## src/rtl/decoder_seq_pkg.sv

```systemverilog
// Shared types and constants for the queued one-hot decoder.
// Holds the FSM state enum and the code/output widths.
package decoder_seq_pkg;

   localparam int CODE_W = 4;
   localparam int OUT_W  = 16;

   typedef enum logic {
      IDLE,
      DRIVE
   } state_t;

   function automatic logic [OUT_W-1:0] onehot(
      input logic [CODE_W-1:0] code
   );
      return OUT_W'(1) << code;
   endfunction

endpackage

```

## src/rtl/sync_fifo.sv

```systemverilog
// Single-clock FIFO with an occupancy counter.
// The head entry is presented combinationally on dout.
module sync_fifo #(
   parameter int WIDTH = 4,
   parameter int DEPTH = 4
) (
   input  logic                     clk,
   input  logic                     reset,
   input  logic                     push,
   input  logic                     pop,
   input  logic [WIDTH-1:0]         din,
   output logic [WIDTH-1:0]         dout,
   output logic                     full,
   output logic                     empty,
   output logic [$clog2(DEPTH):0]   count
);

   localparam int AW = $clog2(DEPTH);

   logic [WIDTH-1:0] mem [DEPTH];
   logic [AW-1:0]    wr_ptr;
   logic [AW-1:0]    rd_ptr;
   logic             do_push;
   logic             do_pop;

   assign full    = count == (AW+1)'(DEPTH);
   assign empty   = count == '0;
   assign do_push = push && !full;
   assign do_pop  = pop && !empty;
   assign dout    = mem[rd_ptr];

   always_ff @(posedge clk) begin
      if (do_push) begin
         mem[wr_ptr] <= din;
      end
   end

   // Power-of-two depth lets the pointers wrap on overflow.
   always_ff @(posedge clk) begin
      if (reset) begin
         wr_ptr <= '0;
         rd_ptr <= '0;
         count  <= '0;
      end else begin
         if (do_push) begin
            wr_ptr <= wr_ptr + AW'(1);
         end
         if (do_pop) begin
            rd_ptr <= rd_ptr + AW'(1);
         end
         if (do_push && !do_pop) begin
            count <= count + (AW+1)'(1);
         end else if (do_pop && !do_push) begin
            count <= count - (AW+1)'(1);
         end
      end
   end

endmodule

```

## src/rtl/decoder_seq.sv

```systemverilog
// Queued binary-to-one-hot decoder: codes wait in a FIFO and
// each is driven on decoder_out for HOLD cycles.
module decoder_seq
   import decoder_seq_pkg::*;
#(
   parameter int DEPTH = 4,
   parameter int HOLD  = 3
) (
   input  logic                     clk,
   input  logic                     reset,
   input  logic                     enable,
   input  logic [CODE_W-1:0]        binary_in,
   input  logic                     in_valid,
   output logic                     in_ready,
   output logic [OUT_W-1:0]         decoder_out,
   output logic                     busy,
   output logic [$clog2(DEPTH):0]   fifo_count
);

   localparam int CNT_W = (HOLD > 1) ? $clog2(HOLD) : 1;

   state_t             state;
   logic [CNT_W-1:0]   cnt;
   logic [CODE_W-1:0]  head;
   logic               full;
   logic               empty;
   logic               push;
   logic               pop;

   assign in_ready = !full;
   assign push     = in_valid && in_ready;
   assign busy     = state == DRIVE;

   // cnt is zero whenever the FSM sits in IDLE.
   assign pop = enable && !empty && cnt == '0;

   sync_fifo #(
      .WIDTH (CODE_W),
      .DEPTH (DEPTH)
   ) u_fifo (
      .clk   (clk),
      .reset (reset),
      .push  (push),
      .pop   (pop),
      .din   (binary_in),
      .dout  (head),
      .full  (full),
      .empty (empty),
      .count (fifo_count)
   );

   always_ff @(posedge clk) begin
      if (reset) begin
         state       <= IDLE;
         cnt         <= '0;
         decoder_out <= '0;
      end else begin
         unique case (state)
            IDLE: begin
               if (pop) begin
                  state       <= DRIVE;
                  cnt         <= CNT_W'(HOLD-1);
                  decoder_out <= onehot(head);
               end else begin
                  decoder_out <= '0;
               end
            end
            DRIVE: begin
               if (!enable) begin
                  state       <= IDLE;
                  cnt         <= '0;
                  decoder_out <= '0;
               end else if (cnt != '0) begin
                  cnt <= cnt - CNT_W'(1);
               end else if (pop) begin
                  cnt         <= CNT_W'(HOLD-1);
                  decoder_out <= onehot(head);
               end else begin
                  state       <= IDLE;
                  decoder_out <= '0;
               end
            end
         endcase
      end
   end

endmodule

```

## config.mk

```make
export PLATFORM = sky130hd
export DESIGN_NAME = decoder_seq
export DESIGN_NICKNAME = d
export VERILOG_FILES = /design/src/rtl/decoder_seq_pkg.sv /design/src/rtl/sync_fifo.sv /design/src/rtl/decoder_seq.sv
export SDC_FILE = /design/constraint.sdc
export NUM_CORES = 1
export LEC_CHECK = 0
export ABC_AREA = 1
export BUFFER_PORTS_ARGS = -buffer_cell sky130_fd_sc_hd__buf_2
export CAP_MARGIN = 20
export CORE_MARGIN = 4
export CORE_UTILIZATION = 56
export CTS_CLUSTER_SIZE = 25
export DETAILED_ROUTE_END_ITERATION = 7
export PLACE_DENSITY = 0.78
export SYNTH_ARGS = -nofsm -noshare
export SYNTH_HDL_FRONTEND = slang
export SYNTH_SLANG_ARGS = --single-unit
```

## constraint.sdc

```tcl
create_clock -name clk -period 2.05 [get_ports clk]
set_clock_uncertainty 0.15 [all_clocks]
set_input_delay 0.1025 -clock clk [delete_from_list [all_inputs] [get_ports clk]]
set_output_delay 0.1025 -clock clk [all_outputs]
set_load 0.005 [all_outputs]
```

# Word-level counts from Yosys, hierarchy flattened
# Memories as Yosys holds them, arrays and structs flattened. A register that Yosys moved wholly into a read port is not among the register bits.
# Cells that the tools add are included.
# totals
register_bits	26
elab_cells	49
n_memories	1
input_bits	8
out_inout_bits	21
mem_bits_rw	16
# mem_list
name	depth	word_bits	rd	rd_clocked_by_memory_dff	wr	line	text
u_fifo.mem	4	4	1	1	1	sync_fifo.sv:20	logic [WIDTH-1:0] mem [DEPTH];
# op_classes
n_reduce_logical	15
eq_ne	2
mux	18
bitwise	1
n_shift	1
n_addsub	5
# op_table
op	n
$mux 16	3
$pmux 16 s2	1
$shl 1x4->16 const A	1
$mux 2	5
$logic_and 1x1->1	7
$mux 3	2
$mux 1	5
$add 2x1->2 const B	2
$logic_not 1->1	4
$pmux 2 s2	1
$reduce_bool 2->1	2
$add 3x1->3 const B	1
$eq 3x3->1 const B	1
$logic_not 3->1	1
$ne 3x3->1 const B	1
$sub 3x1->3 const B	1
$logic_not 2->1	1
$pmux 1 s2	1
$sub 2x1->2 const B	1
$not 1->1	1

# Logic depth before layout (Yosys ltp)
# Gate-level depths: netlist of run 1.
# logic_depth
depth_word	8
depth_mapped	11
ltp_nobuf	11

# Cells and area by module
# From an unflattened synthesis of run 1, not the netlist that was laid out.
# hier_totals
hier_cells	235
area_unflattened_um2	2037.0
# modules_own_cells
mod	seq_area_each_um2	cells_per_inst	n_inst	area_per_inst_um2
sync_fifo	660.6	109	1	1101.1
decoder_seq	380.4	126	1	935.9

# Worst setup path before layout of run 1
# OpenSTA, ideal clock, no wires.
# synth_path
path_kind	reg2reg
from	reg u_fifo.count[1]
to	reg u_fifo.count[2]
period_less_slack_ps	2019
stages_incl_launch_ff	12
t_arrival_ps	1811
slack_ps	31
n_path_buf	0
setup_time_ps	58
required_ps	1842
cell_sequence	dfxtp_1 inv_1 nand3_1 nand2_1 inv_1 ha_1 inv_1 fa_1 a21oi_1 o21ai_0 a21oi_1 o21a_1
# synth_between
word_cells_on_any_way	18
cone_classes	add/sub (2); eq/ne (1); mux (2); reduce/logical (13)
# synth_rtl
item	line	text
from (decl)	sync_fifo.sv:15	output logic [$clog2(DEPTH):0] count
from (signal assigned)	sync_fifo.sv:52	count <= count + (AW+1)'(1);
from (signal assigned)	sync_fifo.sv:54	count <= count - (AW+1)'(1);
$eq 3x3->1 *	sync_fifo.sv:26	assign full = count == (AW+1)'(DEPTH);
$logic_not 1->1 *	decoder_seq.sv:30	assign in_ready = !full;
net in_ready	decoder_seq.sv:14	output logic in_ready,
$logic_and 1x1->1	decoder_seq.sv:31	assign push = in_valid && in_ready;
$logic_and 1x1->1 *	sync_fifo.sv:28	assign do_push = push && !full;
net u_fifo.do_push	sync_fifo.sv:23	logic do_push;
$logic_not 1->1	sync_fifo.sv:53	end else if (do_pop && !do_push) begin
$logic_and 1x1->1	sync_fifo.sv:53	
$reduce_bool 2->1 (no line)	--	
# Mark *: on every way through the listed nets, which the timed path passes. The rest lies on a longest branch. The select of a mux whose other input is x is not followed.
# A chain may end at the register's enable or synchronous reset.

# Worst setup path after layout of run 1
# layout_path
from	reg u_fifo.count[1]
to	reg u_fifo.count[2]
# layout_between
word_cells_on_any_way	18
cone_classes	add/sub (2); eq/ne (1); mux (2); reduce/logical (13)
# layout_rtl
item	line
$eq 3x3->1 *	sync_fifo.sv:26
$logic_not 1->1 *	sync_fifo.sv:28, decoder_seq.sv:30
$logic_and 1x1->1	decoder_seq.sv:31
$logic_and 1x1->1 *	sync_fifo.sv:28
net u_fifo.do_push	sync_fifo.sv:23
$logic_not 1->1	sync_fifo.sv:53
$logic_and 1x1->1	sync_fifo.sv:53
$reduce_bool 2->1 (no line)	--
# Marked as above.

==> impl_metrics.ini, run 1 <==
[synth]
synthDominantCellAreaShare_pct = 27.27
post_synth_num_cell_types = 26
ys_seq_area_share_pct = 50.64
yosys.area.top_type = sky130_fd_sc_hd__dfxtp_1
ys_seq_elements = 44
number_of_warnings_printed_during_yosys_synthesis = 0
syn-instance-count = 233
yosys-top-cells-area = sky130_fd_sc_hd__dfxtp_1, sky130_fd_sc_hd__edfxtp_1, sky130_fd_sc_hd__nand2_1
synthesis.area_sq_um = 2056
synth_fp_nets = 247
syn_area_per_cell_sq_um = 8.823

[detailed_routing]
detailedRoute.firstPassIterationCount = 4
route.vias.total = 1529
drt_drc_violations_left = 0
route.detailed.wl_per_inst_microns = 10.90
antenna_violating_nets_post_route = 0
met1Wirelength_mm = 1.643
routed_wirelength_mm = 3.467
met2_length_mm = 1.638
routed.top_layer = met4
initialDrtViolationCount = 95
route.detailed.vias_per_inst = 4.808
detailroute.wirelength.met3_microns = 146

[critical_path]
critPathLaunch = u_fifo.count[1]
cp_common_cell = sky130_fd_sc_hd__inv_1
arrival_ns = 1.97
largest_fanout_on_the_critical_path = 3
cp_cell_sequence = inv_1, nand3_1, nand2_1, inv_1, ha_1, inv_1, fa_2, a21oi_1, o21ai_1, a21oi_1, o21a_1
end_kind = flop
worstReg2RegEnd = u_fifo.count[2]
reg2reg_setup_slack_ns = 0.17
r2r_cells = 11
startpoint_type = flop
worstPathRequired_ns = 2.14
worst_r2r_startpoint = u_fifo.count[1]
critPathMaxStageDelay_ns = 0.34
worstSetupPathType = reg2reg
worst_path_max_delay_cell = sky130_fd_sc_hd__fa_2
worstSetupEndpoint = u_fifo.count[2]

[pwr]
power.share.switching_pct = 35.98
clkPwrFrac_pct = 21.1
power-per-cell-area_nw_per_um2 = 1072
worst_voltage_drop_across_the_vdd_grid_uv = 577.6
power_switching_mw = 0.9222
fin_total_pwr_mw = 2.563
seqPwrFrac_pct = 42.8
combinationalPowerShare_pct = 36.1
power_report.internal_total_mw = 1.641
leakage_nw = 1.004

[floorplan]
row_count = 21
ioPinCount = 29
die-width_microns = 68.59
initial_utilization_pct = 59.72
floorplan.core_area_sq_um = 3442
die_h_microns = 68.59
design.die.area_sq_um = 4705

[global_route]
first_global_vias = 1305
first_pass_grt_wire_length_mm = 5.706
grt_max_degree = 28
total_routing_resource_utilization_after_global_routing_pct = 16.33
globalRoute.totalOverflow = 0
number_of_antenna_violations_at_the_first_check_in_global_routing = 0

[placement]
place.port_buffers = 28
dp_hpwl_mm = 2.616
dpl_worst_slack_ns = 0.06444
gp_congestion = 0.7651

[final_layout]
growth_of_design_area_from_synthesis_to_finish_pct = 16.25
num-nets-final = 285
n_antenna_cell = 0
area_taken_by_multi_input_logic_gates_sq_um = 869.6
finish.utilization_pct = 69.43
drive_gt1_share_pct = 26.47
final-seq-area_sq_um = 1042
fillerInstances = 284

[cts]
clock_tree.buffer_depth = 2
cts_post_setup_buffers_inserted = 0
cts_tree = built
cts.clk_slew.worst_paths_ns = 0.08
htreeDepth = 2
insertion_delay_ns = 0.29
clock_sinks = 44
cts_buffer_count = 5
cts-root-buf = sky130_fd_sc_hd__clkbuf_8

[sta]
final_min_period_over_clock_period_pct = 91.63
final_period_minus_worst_setup_slack_ns = 1.878
final_critical_path_setup_slack_ns = 0.1715
grt_setup_unrepaired = no
setup_viol = 0
finalHoldViolations = 0
tns_ns = 0
max_clock_freq_mhz = 532.3
worst-slew-pin-transition_ns = 0.4700
finalMaxSlewViolations = 0
slew_headroom_pct = 68.67

[run]
maxCapViolCount = 0

[hold_path]
timing.hold.worst.class = in2reg

[status]
result_of_the_run = finished clean
## Yosys cell counts, drive strengths merged
library cell,instances
buf,4
a211oi,3
o21a,1
dfxtp,28
nor3b,3
a21oi,18
o21bai,1
a2111oi,1
inv,27
nor2,32
nand2,60
nand3,28
fa,1
clkbuf,3
edfxtp,16
ha,5
o21ai,2
## timing repair
action | 4_1_cts | 5_1_grt
hold buffers | 5 | 0
endpoints found under the hold margin | 18 | 0
endpoints found under the setup margin | 0 | 1
resized for setup | 0 | 3
## how the worst min path moves through the flow
stage,from,endpoint,cells past startpoint
final,in_valid,u_fifo.wr_ptr[0],5
after global routing,in_valid,u_fifo.wr_ptr[0],5
after CTS,in_valid,u_fifo.wr_ptr[0],5
after detailed placement,binary_in[0],u_fifo.mem[1][0],1
after global placement,binary_in[2],u_fifo.mem[1][2],1
after floorplan,binary_in[0],u_fifo.mem[0][0],0
## area by class of cell
cell class                 instances  share of cell area, %
sequential                        44                  43.61
multi-input combinational        155                  36.39
timing repair buffer              38                  9.529
inverter                          27                  4.241
clock buffer                       8                  3.822
tap                               46                  2.408
## worst max-delay path: cells and delay by family (launching register included)
family,cells,cell delay (ns)
DFF,1,0.33
AOI/OAI and AO/OA,4,0.49
adders and majority gates,2,0.48
buffers and inverters,3,0.22
and+or+nand+nor,2,0.17
## metal layers
layer  global-route usage (%)  vias to the layer above
met2                    25.51                       26
met4                    6.700                        0
met1                    20.72                      675
met3                    5.348                        4
li1                         -                      824
met5                        0                        -
## cells by family (layout without fill, tap and decap cells)
| kind of cell | Yosys count | count (layout) | share of synthesized area, % |
|---|---|---|---|
| fa+ha+maj | 6 | 6 | 4.017 |
| simple gates | 123 | 123 | 31.04 |
| buf+inv | 34 | 73 | 7.182 |
| compound gates | 26 | 26 | 7.122 |
| flops | 44 | 44 | 50.64 |
## flip-flops by register name, indices dropped and copies added, names as in the netlist, named ones only
name and cells:
cnt 2, u_fifo.mem 16, u_fifo.rd_ptr 2, decoder_out 16
u_fifo.count 3, busy 1, u_fifo.wr_ptr 2
## cells in the final DEF, fill, tap and decap left out, types with 2 or more instances in the layout
cell / Yosys / final
sky130_fd_sc_hd__nand2_1: 50 / 50
sky130_fd_sc_hd__buf_2: 1 / 28
sky130_fd_sc_hd__dfxtp_1: 28 / 27
sky130_fd_sc_hd__nor2_1: 26 / 26
sky130_fd_sc_hd__inv_1: 22 / 22
sky130_fd_sc_hd__nand3_1: 20 / 20
sky130_fd_sc_hd__a21oi_1: 18 / 18
sky130_fd_sc_hd__edfxtp_1: 16 / 16
sky130_fd_sc_hd__nand3_2: 8 / 8
sky130_fd_sc_hd__nand2_2: 6 / 6
sky130_fd_sc_hd__clkbuf_8: 0 / 6
sky130_fd_sc_hd__inv_2: 5 / 5
sky130_fd_sc_hd__nor2_4: 5 / 5
sky130_fd_sc_hd__ha_1: 5 / 5
sky130_fd_sc_hd__dlygate4sd3_1: 0 / 5
sky130_fd_sc_hd__buf_4: 1 / 5
sky130_fd_sc_hd__nand2_4: 4 / 4
sky130_fd_sc_hd__a211oi_1: 3 / 3
sky130_fd_sc_hd__nor3b_1: 2 / 2
## through the flow
step / hold slack, ns / instance area (sq um) / instances
floorplan: 0.05137 / 2056 / 233
CTS: 0.02292 / 2386 / 318
detailed placement: 0.1777 / 2245 / 305
finish: 0.02870 / 2390 / 318
global route: 0.03157 / 2390 / 318
global placement: 0.1689 / 2245 / 305
## power groups by stage
stage	logic (mW)	registers [mW]	clock network, mW
after floorplan	0.718	1.11	0
after global placement	0.893	1.11	0
after detailed placement	0.915	1.11	0
after CTS	0.923	1.09	0.563
after global routing	1.04	1.11	0.600
final	0.925	1.10	0.542
No activity file was read; power rests on OpenSTA's default activity.
==> run 2: changes to the inputs <==
--- a/config.mk
+++ b/config.mk
@@ -9,10 +9,10 @@
 export BUFFER_PORTS_ARGS = -buffer_cell sky130_fd_sc_hd__buf_2
 export CAP_MARGIN = 20
 export CORE_MARGIN = 4
-export CORE_UTILIZATION = 56
+export CORE_UTILIZATION = 60
 export CTS_CLUSTER_SIZE = 25
 export DETAILED_ROUTE_END_ITERATION = 7
-export PLACE_DENSITY = 0.78
+export PLACE_DENSITY = 0.83
 export SYNTH_ARGS = -nofsm -noshare
 export SYNTH_HDL_FRONTEND = slang
 export SYNTH_SLANG_ARGS = --single-unit
==> constraint.sdc (replaced) <==
create_clock -name clk -period 2.25 [get_ports clk]
set_clock_uncertainty 0.15 [all_clocks]
set_input_delay 0.1125 -clock clk [delete_from_list [all_inputs] [get_ports clk]]
set_output_delay 0.1125 -clock clk [all_outputs]
set_load 0.005 [all_outputs]
==> run 2 against run 1 <==
Total power down 13%; fmax decreased by 6.0%; via count up 2.2%; combinational power shrank 9.2%; worst hold slack lost 0.0018 ns; non-clock buffer count unchanged; worst setup slack better by 0.079 ns; largest power group unchanged.
==> impl_metrics.ini, run 2 (synthesized netlist as in run 1, its figures left out) <==
[status]
result_of_the_run = finished clean

[critical_path]
end_kind = flop
arrival_ns = 2.16
worstReg2RegEnd = u_fifo.count[2]
critPathLaunch = u_fifo.count[1]
worst_r2r_startpoint = u_fifo.count[1]
cp_common_cell = sky130_fd_sc_hd__inv_1
critPathBufInv = 3
cp_cell_sequence = inv_1, nand3_1, nand2_1, inv_1, ha_1, inv_1, fa_1, a21oi_1, o21ai_1, a21oi_1, o21a_1
critPathMaxStageDelay_ns = 0.39
worstSetupPathType = reg2reg
worst_path_max_delay_cell = sky130_fd_sc_hd__fa_1
largest_fanout_on_the_critical_path = 3
cp_top_family = adder cells
startpoint_type = flop
worstPathRequired_ns = 2.41
reg2reg_setup_slack_ns = 0.25
r2r_cells = 11

[cts]
cts_tree = built
clock_sinks = 44
insertion_delay_ns = 0.36
cts_buffer_count = 5
clock_tree.buffer_depth = 2
htreeDepth = 2
cts-root-buf = sky130_fd_sc_hd__clkbuf_4
cts.clk_slew.worst_paths_ns = 0.12
cts_post_setup_buffers_inserted = 0

[floorplan]
die-width_microns = 66.54
floorplan.core_area_sq_um = 3153
die_h_microns = 66.54
ioPinCount = 29
row_count = 20
design.die.area_sq_um = 4427
initial_utilization_pct = 65.20

[pwr]
worst_voltage_drop_across_the_vdd_grid_uv = 564.0
leakage_nw = 0.9912
power-per-cell-area_nw_per_um2 = 950.7

[global_route]
number_of_antenna_violations_at_the_first_check_in_global_routing = 0
total_routing_resource_utilization_after_global_routing_pct = 19.35
first_pass_grt_wire_length_mm = 6.437
globalRoute.totalOverflow = 0
first_global_vias = 1464
grt_max_degree = 28

[final_layout]
finish.utilization_pct = 74.76
layout_common_cells = sky130_fd_sc_hd__nand2_1, sky130_fd_sc_hd__buf_2, sky130_fd_sc_hd__nor2_1, sky130_fd_sc_hd__dfxtp_1, sky130_fd_sc_hd__inv_1
n_antenna_cell = 0
drive_gt1_share_pct = 26.10
growth_of_design_area_from_synthesis_to_finish_pct = 14.67
num-nets-final = 285
layout.cells.most_common = sky130_fd_sc_hd__nand2_1
reg.largest.list = decoder_out: 16 flops, u_fifo.mem: 16 flops, u_fifo.count: 3 flops
post-route-cell-area_sq_um = 2357

[placement]
place.port_buffers = 28
dp_hpwl_mm = 2.639
gp_congestion = 0.7937
detailed_place.area_sq_um = 2235
dpl_worst_slack_ns = 0.2688

[hold_path]
min_to = decoder_out[12]
hp-start = reset
timing.hold.worst.class = in2reg
hold_crit_depth = 2

[detailed_routing]
drt_drc_violations_left = 0
route.vias.total = 1563
detailedRoute.firstPassIterationCount = 4
antenna_violating_nets_post_route = 0
initialDrtViolationCount = 80
route.detailed.vias_per_inst = 4.946
route.detailed.wl_per_inst_microns = 11.53
routed_wirelength_mm = 3.644

[sta]
grt_setup_unrepaired = no
final_critical_path_setup_slack_ns = 0.2509
finalHoldViolations = 0
final_period_minus_worst_setup_slack_ns = 1.999
max_clock_freq_mhz = 500.2
final_min_period_over_clock_period_pct = 88.85
hold_slack_ns = 0.02691
tns_ns = 0
setup_viol = 0
finalMaxSlewViolations = 0
worst-slew-pin-transition_ns = 0.4693
slew_headroom_pct = 68.72

[run]
maxCapViolCount = 0
==> run 2: report_power, final <==
part	switching (mW)	internal, mW
sequential	0.0712	0.933
clock	0.239	0.159
combinational	0.538	0.302
total	0.848	1.39
==> run 2: worst max-delay path by stage <==
stage / end / cells past startpoint
after global placement: u_fifo.count[2] / 11
after global routing: u_fifo.count[2] / 11
after floorplan: u_fifo.count[2] / 11
after CTS: u_fifo.count[2] / 11
final: u_fifo.count[2] / 11
after detailed placement: u_fifo.count[2] / 11
==> run 2: final cells by class <==
| type | instances | area (sq um) |
|---|---|---|
| flip-flops and latches | 44 | 1044 |
| clock buffers | 8 | 60.06 |
| well taps | 44 | 55.05 |
| repair buffers | 38 | 230.2 |
| inverters | 27 | 101.3 |
| fillers | 252 | 795.8 |
| multi-input cells | 155 | 867.1 |
==> run 2: per-layer routing <==
layer,part of all wire (%),vias up,GRT usage [%]
li1,-,825,-
met1,47,697,24.22
met2,47,31,30.36
met3,4.3,10,6.408
met4,2.0,0,8.376
met5,0,-,0
==> run 2: repair_timing <==
| action | in CTS | in global routing |
|---|---|---|
| endpoints found under the setup margin | 0 | 1 |
| resized for setup | 0 | 3 |
| hold buffers | 6 | 0 |
| endpoints found under the hold margin | 19 | 0 |
==> run 2: metrics by stage <==
step,total power [mW],std cells
2_1_floorplan,1.664,233
4_1_cts,2.241,316
6_report,2.241,316
3_5_place_dp,1.845,302
5_1_grt,2.414,316
3_3_place_gp,1.815,302
